File: src/rtl/uart_rx_if.sv
// uart_rx_if: serial input, tick enable and received-byte handshake for uart_rx.
interface uart_rx_if;
  logic       tick16;
  logic       rxd;
  logic       rx_ack;
  logic [7:0] rx_data;
  logic       rx_ready;
  logic       frame_err;
  logic       parity_err;
  logic       overrun;
  modport master (input tick16, rxd, rx_ack,
                  output rx_data, rx_ready, frame_err, parity_err, overrun);
  modport slave  (output tick16, rxd, rx_ack,
                  input rx_data, rx_ready, frame_err, parity_err, overrun);
endinterface

File: src/rtl/uart_rx.sv
// uart_rx: 16x-oversampled 8-bit serial receiver with ready/ack handoff and overrun flag.
// Define UART_RX_PARITY_EN to receive an even parity bit between data and stop.
module uart_rx (
  input logic      clk,
  input logic      rst,
  uart_rx_if.master bus
);
`ifdef UART_RX_PARITY_EN
  typedef enum logic [2:0] {IDLE, START, DATA, PARITY, STOP, BREAK} state_t;
  localparam state_t AFTER_DATA = PARITY;
`else
  typedef enum logic [2:0] {IDLE, START, DATA, STOP, BREAK} state_t;
  localparam state_t AFTER_DATA = STOP;
`endif
  state_t     state, state_n;
  logic [1:0] sync;
  logic       rxs;
  logic [3:0] cnt;
  logic [2:0] idx;
  logic [7:0] sh;
  logic [7:0] data;
  logic       ready, ferr, ovr, perr;
  logic       sample, done;
  assign rxs    = sync[1];
  assign sample = bus.tick16 && cnt == 4'd15;
  assign done   = sample && state == STOP;
  always_comb begin
    state_n = state;
    if (bus.tick16)
      case (state)
        IDLE:    state_n = rxs ? IDLE : START;
        START:   state_n = cnt != 4'd7 ? START : rxs ? IDLE : DATA;
        DATA:    state_n = cnt == 4'd15 && idx == 3'd7 ? AFTER_DATA : DATA;
`ifdef UART_RX_PARITY_EN
        PARITY:  state_n = cnt == 4'd15 ? STOP : PARITY;
`endif
        STOP:    state_n = cnt != 4'd15 ? STOP : rxs ? IDLE : BREAK;
        BREAK:   state_n = rxs ? IDLE : BREAK;
        default: state_n = IDLE;
      endcase
  end
  always_ff @(posedge clk or negedge rst) begin
    if (!rst) begin
      state <= IDLE;
      sync  <= 2'b11;
    end else begin
      state <= state_n;
      sync  <= {sync[0], bus.rxd};
    end
  end
`ifdef UART_RX_PARITY_EN
  logic par;
  always_ff @(posedge clk or negedge rst)
    if (!rst) par <= 1'b0;
    else if (sample && state == PARITY) par <= rxs;
`endif
  // counter restarts on every state change; within DATA it simply wraps 15->0 per bit
  always_ff @(posedge clk or negedge rst) begin
    if (!rst) begin
      cnt   <= 4'd0;
      idx   <= 3'd0;
      sh    <= 8'h00;
      data  <= 8'h00;
      ready <= 1'b0;
      ferr  <= 1'b0;
      perr  <= 1'b0;
      ovr   <= 1'b0;
    end else begin
      if (bus.tick16)
        cnt <= (state_n != state || state == IDLE || state == BREAK) ? 4'd0 : cnt + 4'd1;
      if (state == START) idx <= 3'd0;
      else if (sample && state == DATA) idx <= idx + 3'd1;
      if (sample && state == DATA) sh <= {rxs, sh[7:1]};
      if (done) begin
        data  <= sh;
        ready <= 1'b1;
        ferr  <= ~rxs;
`ifdef UART_RX_PARITY_EN
        perr  <= ^{sh, par};
`else
        perr  <= 1'b0;
`endif
        ovr   <= ready & ~bus.rx_ack;
      end else if (bus.rx_ack) begin
        ready <= 1'b0;
        ovr   <= 1'b0;
      end
    end
  end
  assign bus.rx_data    = data;
  assign bus.rx_ready   = ready;
  assign bus.frame_err  = ferr;
  assign bus.parity_err = perr;
  assign bus.overrun    = ovr;
endmodule

File: src/flat_wrapper.sv
// flat-port wrapper written by rule: the top's interface ports become plain ports
module uart_rx_flat 
  (clk, rst, bus_tick16, bus_rxd, bus_rx_ack, bus_rx_data, bus_rx_ready, bus_frame_err, bus_parity_err, bus_overrun);
  uart_rx_if bus_i ();
  input logic clk;
  input logic rst;
  input wire logic [$bits(bus_i.tick16)-1:0] bus_tick16;
  input wire logic [$bits(bus_i.rxd)-1:0] bus_rxd;
  input wire logic [$bits(bus_i.rx_ack)-1:0] bus_rx_ack;
  output wire logic [$bits(bus_i.rx_data)-1:0] bus_rx_data;
  output wire logic [$bits(bus_i.rx_ready)-1:0] bus_rx_ready;
  output wire logic [$bits(bus_i.frame_err)-1:0] bus_frame_err;
  output wire logic [$bits(bus_i.parity_err)-1:0] bus_parity_err;
  output wire logic [$bits(bus_i.overrun)-1:0] bus_overrun;
  assign bus_i.tick16 = bus_tick16;
  assign bus_i.rxd = bus_rxd;
  assign bus_i.rx_ack = bus_rx_ack;
  assign bus_rx_data = bus_i.rx_data;
  assign bus_rx_ready = bus_i.rx_ready;
  assign bus_frame_err = bus_i.frame_err;
  assign bus_parity_err = bus_i.parity_err;
  assign bus_overrun = bus_i.overrun;
  uart_rx u_core (.clk(clk), .rst(rst), .bus(bus_i));
endmodule
File: config.mk
export PLATFORM = sky130hd
export DESIGN_NAME = uart_rx_flat
export DESIGN_NICKNAME = d
export VERILOG_FILES = /design/src/rtl/uart_rx_if.sv /design/src/rtl/uart_rx.sv /design/src/flat_wrapper.sv
export SDC_FILE = /design/constraint.sdc
export NUM_CORES = 1
export LEC_CHECK = 0
export ABC_AREA = 1
export BUFFER_PORTS_ARGS = -buffer_cell sky130_fd_sc_hd__buf_2
export CAP_MARGIN = 20
export CORE_MARGIN = 10
export CORE_UTILIZATION = 45
export DETAILED_ROUTE_END_ITERATION = 6
export GPL_ROUTABILITY_DRIVEN = 0
export PLACE_DENSITY = 0.67
export SYNTH_ARGS = -nofsm -noshare
export SYNTH_HDL_FRONTEND = slang
export SYNTH_SLANG_ARGS = --single-unit
File: constraint.sdc
create_clock -name clk -period 1.7 [get_ports clk]
set_clock_uncertainty 0.1 [all_clocks]
set_input_delay 0.085 -clock clk [delete_from_list [all_inputs] [get_ports clk]]
set_output_delay 0.085 -clock clk [all_outputs]
set_load 0.02 [all_outputs]
==> metrics <==
outcome complete, no violations; chip height between 70 and 80 µm; Final Cell Area ~0.0017 mm²; Max Root-Sink Buffers 2; CTS Buf Count 5; Gate Count Post-Synth about 160; fin nets slightly below 200; #FFs+latches synth 31; dominant cells by area after synthesis dfrtp_1 (50%), nand2_1 (12%), o21ai_0 (6.6%); met3 usage 0.03613; Synth Warn # 0; Final Hold Viols 0; Final min period 1629 ps; Worst EP arrival about 1800 ps; number of fill cells roughly 290; Placed Area roughly 0.0016 mm²; PortBufs 15; H-tree levels 2; # DRC 0; area grow syn2layout 19.05%; top post-synthesis cells by count nand2_1 (46), dfrtp_1 (29), o21ai_0 (19), inv_1 (14), nor2_1 (8); initial antenna violation count 0; core area roughly 0.0031 mm²; clock-pin slew on the worst setup and hold paths 90 ps; Non-Filler Instances 233; Synth Area per Inst 8.921 µm²; die area roughly 0.0059 mm²; setup ws final between 70 and 80 ps; dpl cells approximately 220; R2R Path Start u_core.cnt[1]$_DFFE_PN0P_; CTS tree done; worst-margin pin slew between 600 and 700 ps; Slew HR 0.5491; Tcrit/Tclk final 0.9580; Post-synth EDFFs 0; WL final 2660 µm; drt initial violations 80; worst reg2reg setup slack approximately 70 ps; fin. max-slew vios 0; type of origin of the critical path flip-flop; Synth cell types 26; Synth Cell Area about 0.0014 mm²; DP Wirelength 1995 µm; Initial Util 0.4734; VDD IR max 0.0005017 V; total number of vias about 1100; Highest Clock Rate a little over 0.6 GHz; sequential area share after synthesis 0.5385; Synth top area share 0.5022; global route hottest layer met2; unrepaired setup endpoints after global routing yes; post-layout util 0.5635; met1 Use GR 0.1116; PwrDens ~890 mW/mm²; max_cap viols 0; post-route ant nets 0; Final setup viols 0; Hold Crit Depth 3; crit path kind flip-flop to flip-flop; syn_nets 170; FP Rows 20; RR Endpoint u_core.cnt[1]$_DFFE_PN0P_; dpl ws between 10 and 15 ps; largest net degree at the start of global routing 32; Min-Delay Path Class input port to flip-flop; Reg2Reg Depth 9; first-pass GRT wire length roughly 4600 µm; WHS Endpoint u_core.cnt[3]$_DFFE_PN0P_; met2 Usage GRT 0.1467; Worst Min Path Start bus_tick16; global-route congestion overflow total 0; post-synthesis async set-or-reset flop share 1.000; Critical Path End Type flip-flop; setup tns final 0 ps; Clock Root Buffer clkbuf_4; most common flop cell mapped by yosys dfrtp_1; CP Data Required Time around 1900 ps; Leakage 0.8933 nW; count leader, synth nand2_1; layout cell share with drive strength beyond 1 0.2910; Routed WL per cell ~11 µm; GRT Overall Usage 0.09501; vias in the first global route 1061; Synth area leader dfrtp_1; # diodes 0; Clk Latency, worst-skew pair around 330 ps; IO Pins 17; Via density roughly 4.7; postcts setup bufs 0; Die Wd 76.67 µm; first-pass detailed-route iteration total 4; CP Max Fanout 4; CTS Sinks 31
## power breakdown
group          switching [mW]  internal [mW]
Combinational           0.171          0.108
Clock                   0.236          0.200
Sequential             0.0424          0.777
Total                   0.449           1.08
## state kept, by name (all words and copies together), names as in the netlist
| name | cells |
|---|---|
| u_core.bus.rx_ready | 1 |
| u_core.idx | 3 |
| u_core.sh | 8 |
| u_core.sync | 2 |
| u_core.bus.rx_data | 8 |
| u_core.bus.frame_err | 1 |
| u_core.cnt | 4 |
| u_core.bus.overrun | 1 |
| u_core.state | 3 |
## area by class of cell
type	count	area (µm²)	area share
flip-flops and latches	31	778.2	0.4524
multi-input cells	108	609.3	0.3542
repair buffers	24	150.1	0.08727
inverters	18	67.56	0.03927
clock buffers	7	55.05	0.03200
well taps	44	55.05	0.03200
clock inverters	1	5.005	0.002909
## worst max path at each step
stage                                   start                                 to  slack [ps]  depth (start not counted)
floorplan           u_core.cnt[0]$_DFFE_PN0P_  u_core.bus.rx_data[0]$_DFFE_PN0P_         120                          6
detailed placement  u_core.cnt[1]$_DFFE_PN0P_          u_core.cnt[2]$_DFFE_PN0P_          10                         10
finish              u_core.cnt[1]$_DFFE_PN0P_          u_core.cnt[1]$_DFFE_PN0P_          70                          9
CTS                 u_core.cnt[1]$_DFFE_PN0P_          u_core.cnt[2]$_DFFE_PN0P_          10                         10
global route        u_core.cnt[1]$_DFFE_PN0P_          u_core.cnt[1]$_DFFE_PN0P_         -60                         11
global placement    u_core.cnt[1]$_DFFE_PN0P_          u_core.cnt[2]$_DFFE_PN0P_          80                         10
## stage by stage
stage | hold slack (ps) | total power [mW]
final | 35.43 | 1.534
after global routing | 28.14 | 1.639
after CTS | 26.95 | 1.524
after detailed placement | 58.47 | 1.079
after global placement | 45.58 | 1.065
after floorplan | -310.6 | 1.003
## metal layers
layer  vias to the layer above  wire length [µm]
li1                        567                 -
met1                       498              1216
met2                        19              1260
met3                         5               134
met4                         0                49
met5                         -                 0
## worst max-delay path: stages (launching register included)
cell and delay, ps:
dfrtp_1 430, ha_4 190, nand3_4 120, o21ai_2 160
nand2_1 90, nand3_1 70, nand2_1 60, nor2_2 120
nand2_4 90, o21ai_2 130
## placed cells by master, fill, tap and decap left out, types with 2 or more instances in the layout
master and n:
a21oi_1 3, a21oi_2 3, buf_2 15, buf_4 6, clkbuf_4 5, dfrtp_1 29, dfstp_2 2, dlygate4sd3_1 3
inv_1 14, inv_2 4, nand2_1 43, nand2_2 3, nand3_1 6, nand4_1 4, nor2_1 7, nor2_2 3
o21ai_0 19, o21ai_2 3, xor2_1 2
## cell families after synthesis
group | share of synthesized area
and+or+nand+nor | 0.2251
DFF | 0.5385
AOI/OAI and AO/OA | 0.1160
buffers and inverters | 0.06926
adders and majority gates | 0.02598
xor gates and xnor gates | 0.01212
other | 0.002595
muxes | 0.01039
## repair_timing
item	4_1_cts	5_1_grt
resized for setup	1	9
hold endpoints to repair	32	0
hold buffers	3	0
pin swaps	0	5
setup endpoints to repair	1	5
Note: power is estimated with default switching activity, not from simulation.
